<file path="config.mk">
export PLATFORM = sky130hd
export DESIGN_NAME = mem_wb_hilo
export DESIGN_NICKNAME = d
export VERILOG_FILES = /design/src/rtl/mem_wb_hilo.sv
export SDC_FILE = /design/constraint.sdc
export NUM_CORES = 1
export LEC_CHECK = 0
export BUFFER_PORTS_ARGS = -buffer_cell sky130_fd_sc_hd__buf_2
export CORE_ASPECT_RATIO = 1.2
export CORE_MARGIN = 2
export CORE_UTILIZATION = 45
export DETAILED_ROUTE_END_ITERATION = 12
export GPL_TIMING_DRIVEN = 0
export PLACE_DENSITY = 0.71
export SYNTH_ARGS = -nofsm -noshare
export SYNTH_HDL_FRONTEND = slang
export SYNTH_SLANG_ARGS = --single-unit
</file>
<file path="constraint.sdc">
create_clock -name clk -period 1.7 [get_ports clk]
set_input_delay 0.085 -clock clk [delete_from_list [all_inputs] [get_ports clk]]
set_output_delay 0.085 -clock clk [all_outputs]
set_load 0.03 [all_outputs]
</file>
<file path="src/rtl/mem_wb_hilo.sv">
// MEM/WB pipeline latch with architectural HI/LO pair, WB->EX HI/LO bypass
// and a retired-instruction counter.
module mem_wb_hilo #(
    parameter int unsigned CNT_W = 32
) (
    input  logic             clk,
    input  logic             rst_n,
    input  logic             stall,
    input  logic             flush,
    input  logic             valid,
    input  logic             we,
    input  logic [4:0]       waddr,
    input  logic [31:0]      wdata,
    input  logic             we_hilo,
    input  logic [31:0]      hi,
    input  logic [31:0]      lo,
    output logic             we_o,
    output logic [4:0]       waddr_o,
    output logic [31:0]      wdata_o,
    output logic [31:0]      hi_rd,
    output logic [31:0]      lo_rd,
    output logic [CNT_W-1:0] retired
);

    localparam int unsigned AW = 5;
    localparam int unsigned DW = 32;

    logic          valid_q,   valid_d;
    logic          we_q,      we_d;
    logic [AW-1:0] waddr_q,   waddr_d;
    logic [DW-1:0] wdata_q,   wdata_d;
    logic          we_hilo_q, we_hilo_d;
    logic [DW-1:0] hi_q,      hi_d;
    logic [DW-1:0] lo_q,      lo_d;
    logic [DW-1:0] hi_arch_q, hi_arch_d;
    logic [DW-1:0] lo_arch_q, lo_arch_d;
    logic [CNT_W-1:0] retired_q, retired_d;

    // The latch entry leaves WB whenever it is not held; a flush always evicts it.
    logic advance_c;
    assign advance_c = !stall || flush;

    always_comb begin
        valid_d   = valid_q;
        we_d      = we_q;
        waddr_d   = waddr_q;
        wdata_d   = wdata_q;
        we_hilo_d = we_hilo_q;
        hi_d      = hi_q;
        lo_d      = lo_q;
        hi_arch_d = hi_arch_q;
        lo_arch_d = lo_arch_q;
        retired_d = retired_q;

        if (flush) begin
            valid_d   = 1'b0;
            we_d      = 1'b0;
            waddr_d   = '0;
            wdata_d   = '0;
            we_hilo_d = 1'b0;
            hi_d      = '0;
            lo_d      = '0;
        end else if (!stall) begin
            valid_d   = valid;
            we_d      = we;
            waddr_d   = waddr;
            wdata_d   = wdata;
            we_hilo_d = we_hilo;
            hi_d      = hi;
            lo_d      = lo;
        end

        // Commit and retirement act on the pre-edge latch contents.
        if (we_hilo_q && advance_c) begin
            hi_arch_d = hi_q;
            lo_arch_d = lo_q;
        end
        if (valid_q && advance_c) begin
            retired_d = retired_q + CNT_W'(1);
        end
    end

    always_ff @(posedge clk or negedge rst_n) begin
        if (!rst_n) begin
            valid_q   <= 1'b0;
            we_q      <= 1'b0;
            waddr_q   <= '0;
            wdata_q   <= '0;
            we_hilo_q <= 1'b0;
            hi_q      <= '0;
            lo_q      <= '0;
            hi_arch_q <= '0;
            lo_arch_q <= '0;
            retired_q <= '0;
        end else begin
            valid_q   <= valid_d;
            we_q      <= we_d;
            waddr_q   <= waddr_d;
            wdata_q   <= wdata_d;
            we_hilo_q <= we_hilo_d;
            hi_q      <= hi_d;
            lo_q      <= lo_d;
            hi_arch_q <= hi_arch_d;
            lo_arch_q <= lo_arch_d;
            retired_q <= retired_d;
        end
    end

    assign we_o    = we_q;
    assign waddr_o = waddr_q;
    assign wdata_o = wdata_q;
    assign retired = retired_q;

    // EX sees a pending HI/LO write straight from the latch.
    assign hi_rd = we_hilo_q ? hi_q : hi_arch_q;
    assign lo_rd = we_hilo_q ? lo_q : lo_arch_q;

endmodule

</file>
After elaboration in Yosys (flattened, before gate mapping) --
Index checks and enable logic that the tools add are counted.
Storage, ports and cells: register bits after elaboration 200, input bits 108, output and inout bits 134, logic and storage cells 32
Operators by class: add/subtract/negate cells 1, eq/ne operators 1, mux-type cells 16, reduce and logical (&&, ||, !) cells 4
Operator list (number):
- 2-to-1 mux 32 bit | 8
- adder 32 x 1 -> 32 bit, second input constant | 1
- 2-to-1 mux 5 bit | 2
- 2-to-1 mux 1 bit | 6
- logical AND 1 bit | 2
- != test 2 x 1 -> 1 bit, second input constant | 1
- zero test 1 bit | 1
- logical OR 1 bit | 1

Depth between registers and ports, before layout --
word-level depth 3, gate-level depth with buffers 6, depth with buffers taken out 5

Worst setup path before layout --
No wires, ideal clock.
path type register to register, start register retired_q[0], in the netlist retired[0], end register retired_q[28], in the netlist retired[28], setup time 0.081 ns, arrival time 1.572 ns, required time 1.619 ns, setup slack 0.048 ns, stages on the path, launching flop included 6, buffers on the path 0, period minus slack after synthesis 1.652 ns, path through dfrtp_1 ha_1 and2_1 nand4_4 nor4_1 xor2_1
Between the ends: longest elaborated chain between the ends 1
Ends and longest elaborated chain:
- from (decl) | RTL line 37 | logic [CNT_W-1:0] retired_q, retired_d;
- from (signal assigned) | RTL line 105 | retired_q <= retired_d;
- adder 32 x 1 -> 32 bit | RTL line 79 | retired_d = retired_q + CNT_W'(1);
Every way passes these cells. A chain may end at the register's enable or synchronous reset.

Worst setup path after layout --
start register we_hilo_q, end output port lo_rd[22]
Between the ends: longest elaborated chain between the ends 1
Ends and longest elaborated chain:
- from (decl) | RTL line 32 | logic we_hilo_q, we_hilo_d;
- from (signal assigned) | RTL line 100 | we_hilo_q <= we_hilo_d;
- 2-to-1 mux 32 bit | RTL line 116 | assign lo_rd = we_hilo_q ? lo_q : lo_arch_q;
- to (decl) | RTL line 21 | output logic [31:0] lo_rd,
Every way passes these cells.

==> metrics.md <==
| Metric | Value |
|---|---|
| Status | finished with violations |
| Failing checks | negative setup slack |
| Slew at the pin closest to its max-slew limit | between 0.7 and 0.8 ns |
| Nets@finish | between 1,000 and 1,500 |
| Total track usage | a little over a fifth |
| Crit path setup slack, layout | -0.0447 ns |
| Synth-to-Final Area Change | 43.3% |
| CP required | 1.62 ns |
| IO Count | ~240 |
| Port buffer count | around 240 |
| Initial core utilization | 45.5% |
| Post-DRT Antenna Nets | 0 |
| DRC violations left | 0 |
| Register clock-pin slew on the reported worst setup and hold paths | 0.07 ns |
| DR vias/cell | slightly below 5 |
| Final slew viol count | 0 |
| Slowest-stage cell, CP | dfrtp_2 |
| Post-place instance area | 10,400 sq um |
| Root Buffer | clkbuf_16 |
| Final instance area | 12,600 sq um |
| Vias in the first global route | roughly 7,000 |
| Die height | ~160 um |
| Vias | between 6,000 and 7,000 |
| Initial antenna violation count | 0 |
| Setup CP Type | reg2out |
| Peak supply drop | around 0.58 mV |
| Final setup violation count | 53 |
| Layout cells sized above 1 | between 40% and 50% |
| Syn Inst Count | ~680 |
| Max_slew headroom | 51.7% |
| Post-route non-filler standard cell count | about 1,300 |
| Width of the die | roughly 130 um |
| Distinct cells, synth | 31 |
| Setup TNS | -1.61 ns |
| Yosys warning count | 0 |
| Post-DP HPWL | between 10,000 and 15,000 um |
| Total power | about 13 mW |
| Synthesized flop and latch total | 200 |
| Total congestion overflow | 0 |
| First-pass GRT wire length | approximately 36,000 um |
| CORE AREA | approximately 19,000 sq um |
| Avg Cell Area, Syn | 13.0 sq um |
| Die area | between 20,000 and 25,000 sq um |
| Max clock buf depth | 2 |
| Max-cap violations | 0 |
| WL per Instance | 17.2 um |
| Fmax | roughly 570 MHz |
| Initial DRC count | ~290 |
| Critical Path End Type | output port |
| Dpl ws | -0.317 ns |
| Layout Skew | 0.0103 ns |
| Clock Latency Late Sink | approximately 0.43 ns |
| Peak fanout along the critical path | 10 |
| Leak | roughly 6.6 nW |
| Cell Chain, Critical Path | clkbuf_16 > buf_12 > mux2_2 > buf_6 |
| Placed Instances | around 1,200 |
| RePlAce Congestion | 0.807 |
| TritonCTS clock tree | built |
| RSZ-0062 raised after global routing | true |
| Hold crit path type | in2reg |
| Final hold vios | 0 |
| CTS H-tree lvls | 4 |
| Max incr delay on CP | around 0.4 ns |
| Largest net degree at the start of global routing | 109 |
| Clock sinks | 200 |
| Post-Syn Area | between 8000 and 9000 sq um |
| CTS buffer count | 17 |
| Tmin final | 1.74 ns |
| Final period utilization | 103% |
| Worst path arrival time | approximately 1.7 ns |
| Syn nets | around 790 |
| Post-synthesis sequential area ratio | a little under three fifths |
| Pre-antenna DRT Iters | 4 |
| Element type at the critical path start | register |
| Diodes inserted | 0 |
| Num rows | 56 |
| PD cells | 989 nW/um^2 |
| Drt total wl | between 20,000 and 25,000 um |
-- metal layers --
layer | up-vias | track usage (%) | wire (um)
li1 | 3091 | - | -
met1 | 3264 | 26.3 | 9470
met2 | 188 | 38.6 | 11800
met3 | 27 | 4.67 | 980
met4 | 0 | 8.28 | 481
met5 | - | 0 | 0
-- cell usage in the layout, fill, tap and decap left out, types with 2 or more instances in the layout --
cell,count
and2_1,3
nor4_2,2
and3_1,5
nand2_1,13
dfrtp_1,197
clkbuf_16,18
mux2_4,26
nor4_4,3
inv_6,3
clkinvlp_4,3
inv_1,4
dfrtp_2,3
and4_1,3
xnor2_1,17
buf_2,196
dlygate4sd3_1,105
nor3_1,4
nand3_1,6
buf_12,5
clkbuf_1,13
mux2_2,103
buf_6,55
buf_4,13
xor2_1,14
nand4_1,12
nor4_1,3
inv_8,4
buf_8,2
nor2_1,108
mux2i_1,104
-- cells in the mapped netlist --
cell / count / area share [%]
nand2_1: 13 / 0.55
buf_4: 7 / 0.60
ha_1: 1 / 0.14
and2_1: 4 / 0.28
nor4_2: 1 / 0.14
dfrtp_1: 200 / 57
buf_6: 1 / 0.13
nor3_1: 4 / 0.23
xor2_1: 14 / 1.4
mux2_2: 129 / 16
and4_1: 3 / 0.30
nand2b_2: 1 / 0.099
nor2b_4: 1 / 0.16
nor4_4: 1 / 0.24
nand3_2: 1 / 0.11
xnor2_1: 17 / 1.7
nand4_4: 1 / 0.24
inv_1: 4 / 0.17
nor4_1: 6 / 0.43
nand4_1: 12 / 0.85
buf_2: 17 / 0.96
buf_1: 1 / 0.043
mux2i_1: 104 / 12
and3_1: 5 / 0.35
nand3_1: 6 / 0.34
nor2_1: 108 / 4.6
and3_2: 1 / 0.085
clkbuf_1: 12 / 0.51
nand2_2: 1 / 0.071
nand3_4: 1 / 0.20
nor3_2: 1 / 0.11
-- timing repair --
item | CTS | global route
pin swaps | 0 | 2
hold buffers | 105 | 0
resized for setup | 143 | 29
setup endpoints to repair | 64 | 70
endpoints found under the hold margin | 196 | 0
cloned | 0 | 1
setup buffers | 2 | 4
-- kinds of logic (layout without fill, tap and decap cells) --
group / count (synthesis) / count (layout) / synth area share [%]
XOR/XNOR: 31 / 31 / 3.08
adder cells (fa/ha/maj): 1 / 1 / 0.142
buffers and inverters: 42 / 424 / 2.41
flip-flops: 200 / 200 / 56.7
multiplexers: 233 / 233 / 28.3
AND/OR/NAND/NOR: 171 / 172 / 9.39
-- through the flow --
step | util [%] | hold slack [ns]
2_1_floorplan | - | -0.211
5_1_grt | 65.2 | 0.236
6_report | 65.2 | 0.211
4_1_cts | 64.3 | 0.208
3_5_place_dp | 53.5 | 0.135
3_3_place_gp | 53.3 | 0.321
-- final cells by class --
type,instances,area [sq um]
Clock buffer,19,433
Fill cell,1452,6760
Buffer,38,305
Clock inverter,12,133
Inverter,4,15.0
Tap cell,261,327
Timing Repair Buffer,351,2670
Multi-Input combinational cell,437,3760
Sequential cell,200,5010
-- state kept, by name (all words and copies together), names as in the netlist --
register   count
lo_q          32
hi_q          32
valid_q        1
hi_arch_q     32
we_hilo_q      1
waddr_o        5
wdata_o       32
lo_arch_q     32
retired       32
we_o           1
-- final timing paths --
| path | cells past startpoint | endpoint | slack (ns) | start |
|---|---|---|---|---|
| worst max-delay path | 4 | lo_rd[22] | -0.04 | we_hilo_q$_DFFE_PN0N_ |
| worst min-delay path | 4 | retired[3]$_DFFE_PN0P_ | 0.21 | flush |
| worst max register to register | 4 | lo_arch_q[10]$_DFFE_PN0P_ | 0.12 | we_hilo_q$_DFFE_PN0N_ |
| worst min register to register | 1 | retired[31]$_DFFE_PN0P_ | 0.48 | retired[31]$_DFFE_PN0P_ |
| max in group asynchronous | 3 | we_hilo_q$_DFFE_PN0N_ | 0.46 | rst_n |
| min in group asynchronous | 2 | hi_arch_q[15]$_DFFE_PN0P_ | 0.23 | rst_n |
-- critical path, delay by kind of cell, from the launching register on --
family                 cells  cell delay, ns
buffers and inverters      3            0.47
muxes                      1            0.35
DFF                        1            0.40
-- power breakdown --
part / internal [mW] / switching [mW] / leakage [nW] / total, mW
logic: 1.43 / 1.60 / 3.64 / 3.02
registers: 5.19 / 0.310 / 2.66 / 5.50
clock network: 2.07 / 1.90 / 0.268 / 3.98
Note: power is estimated with default switching activity, not from simulation.
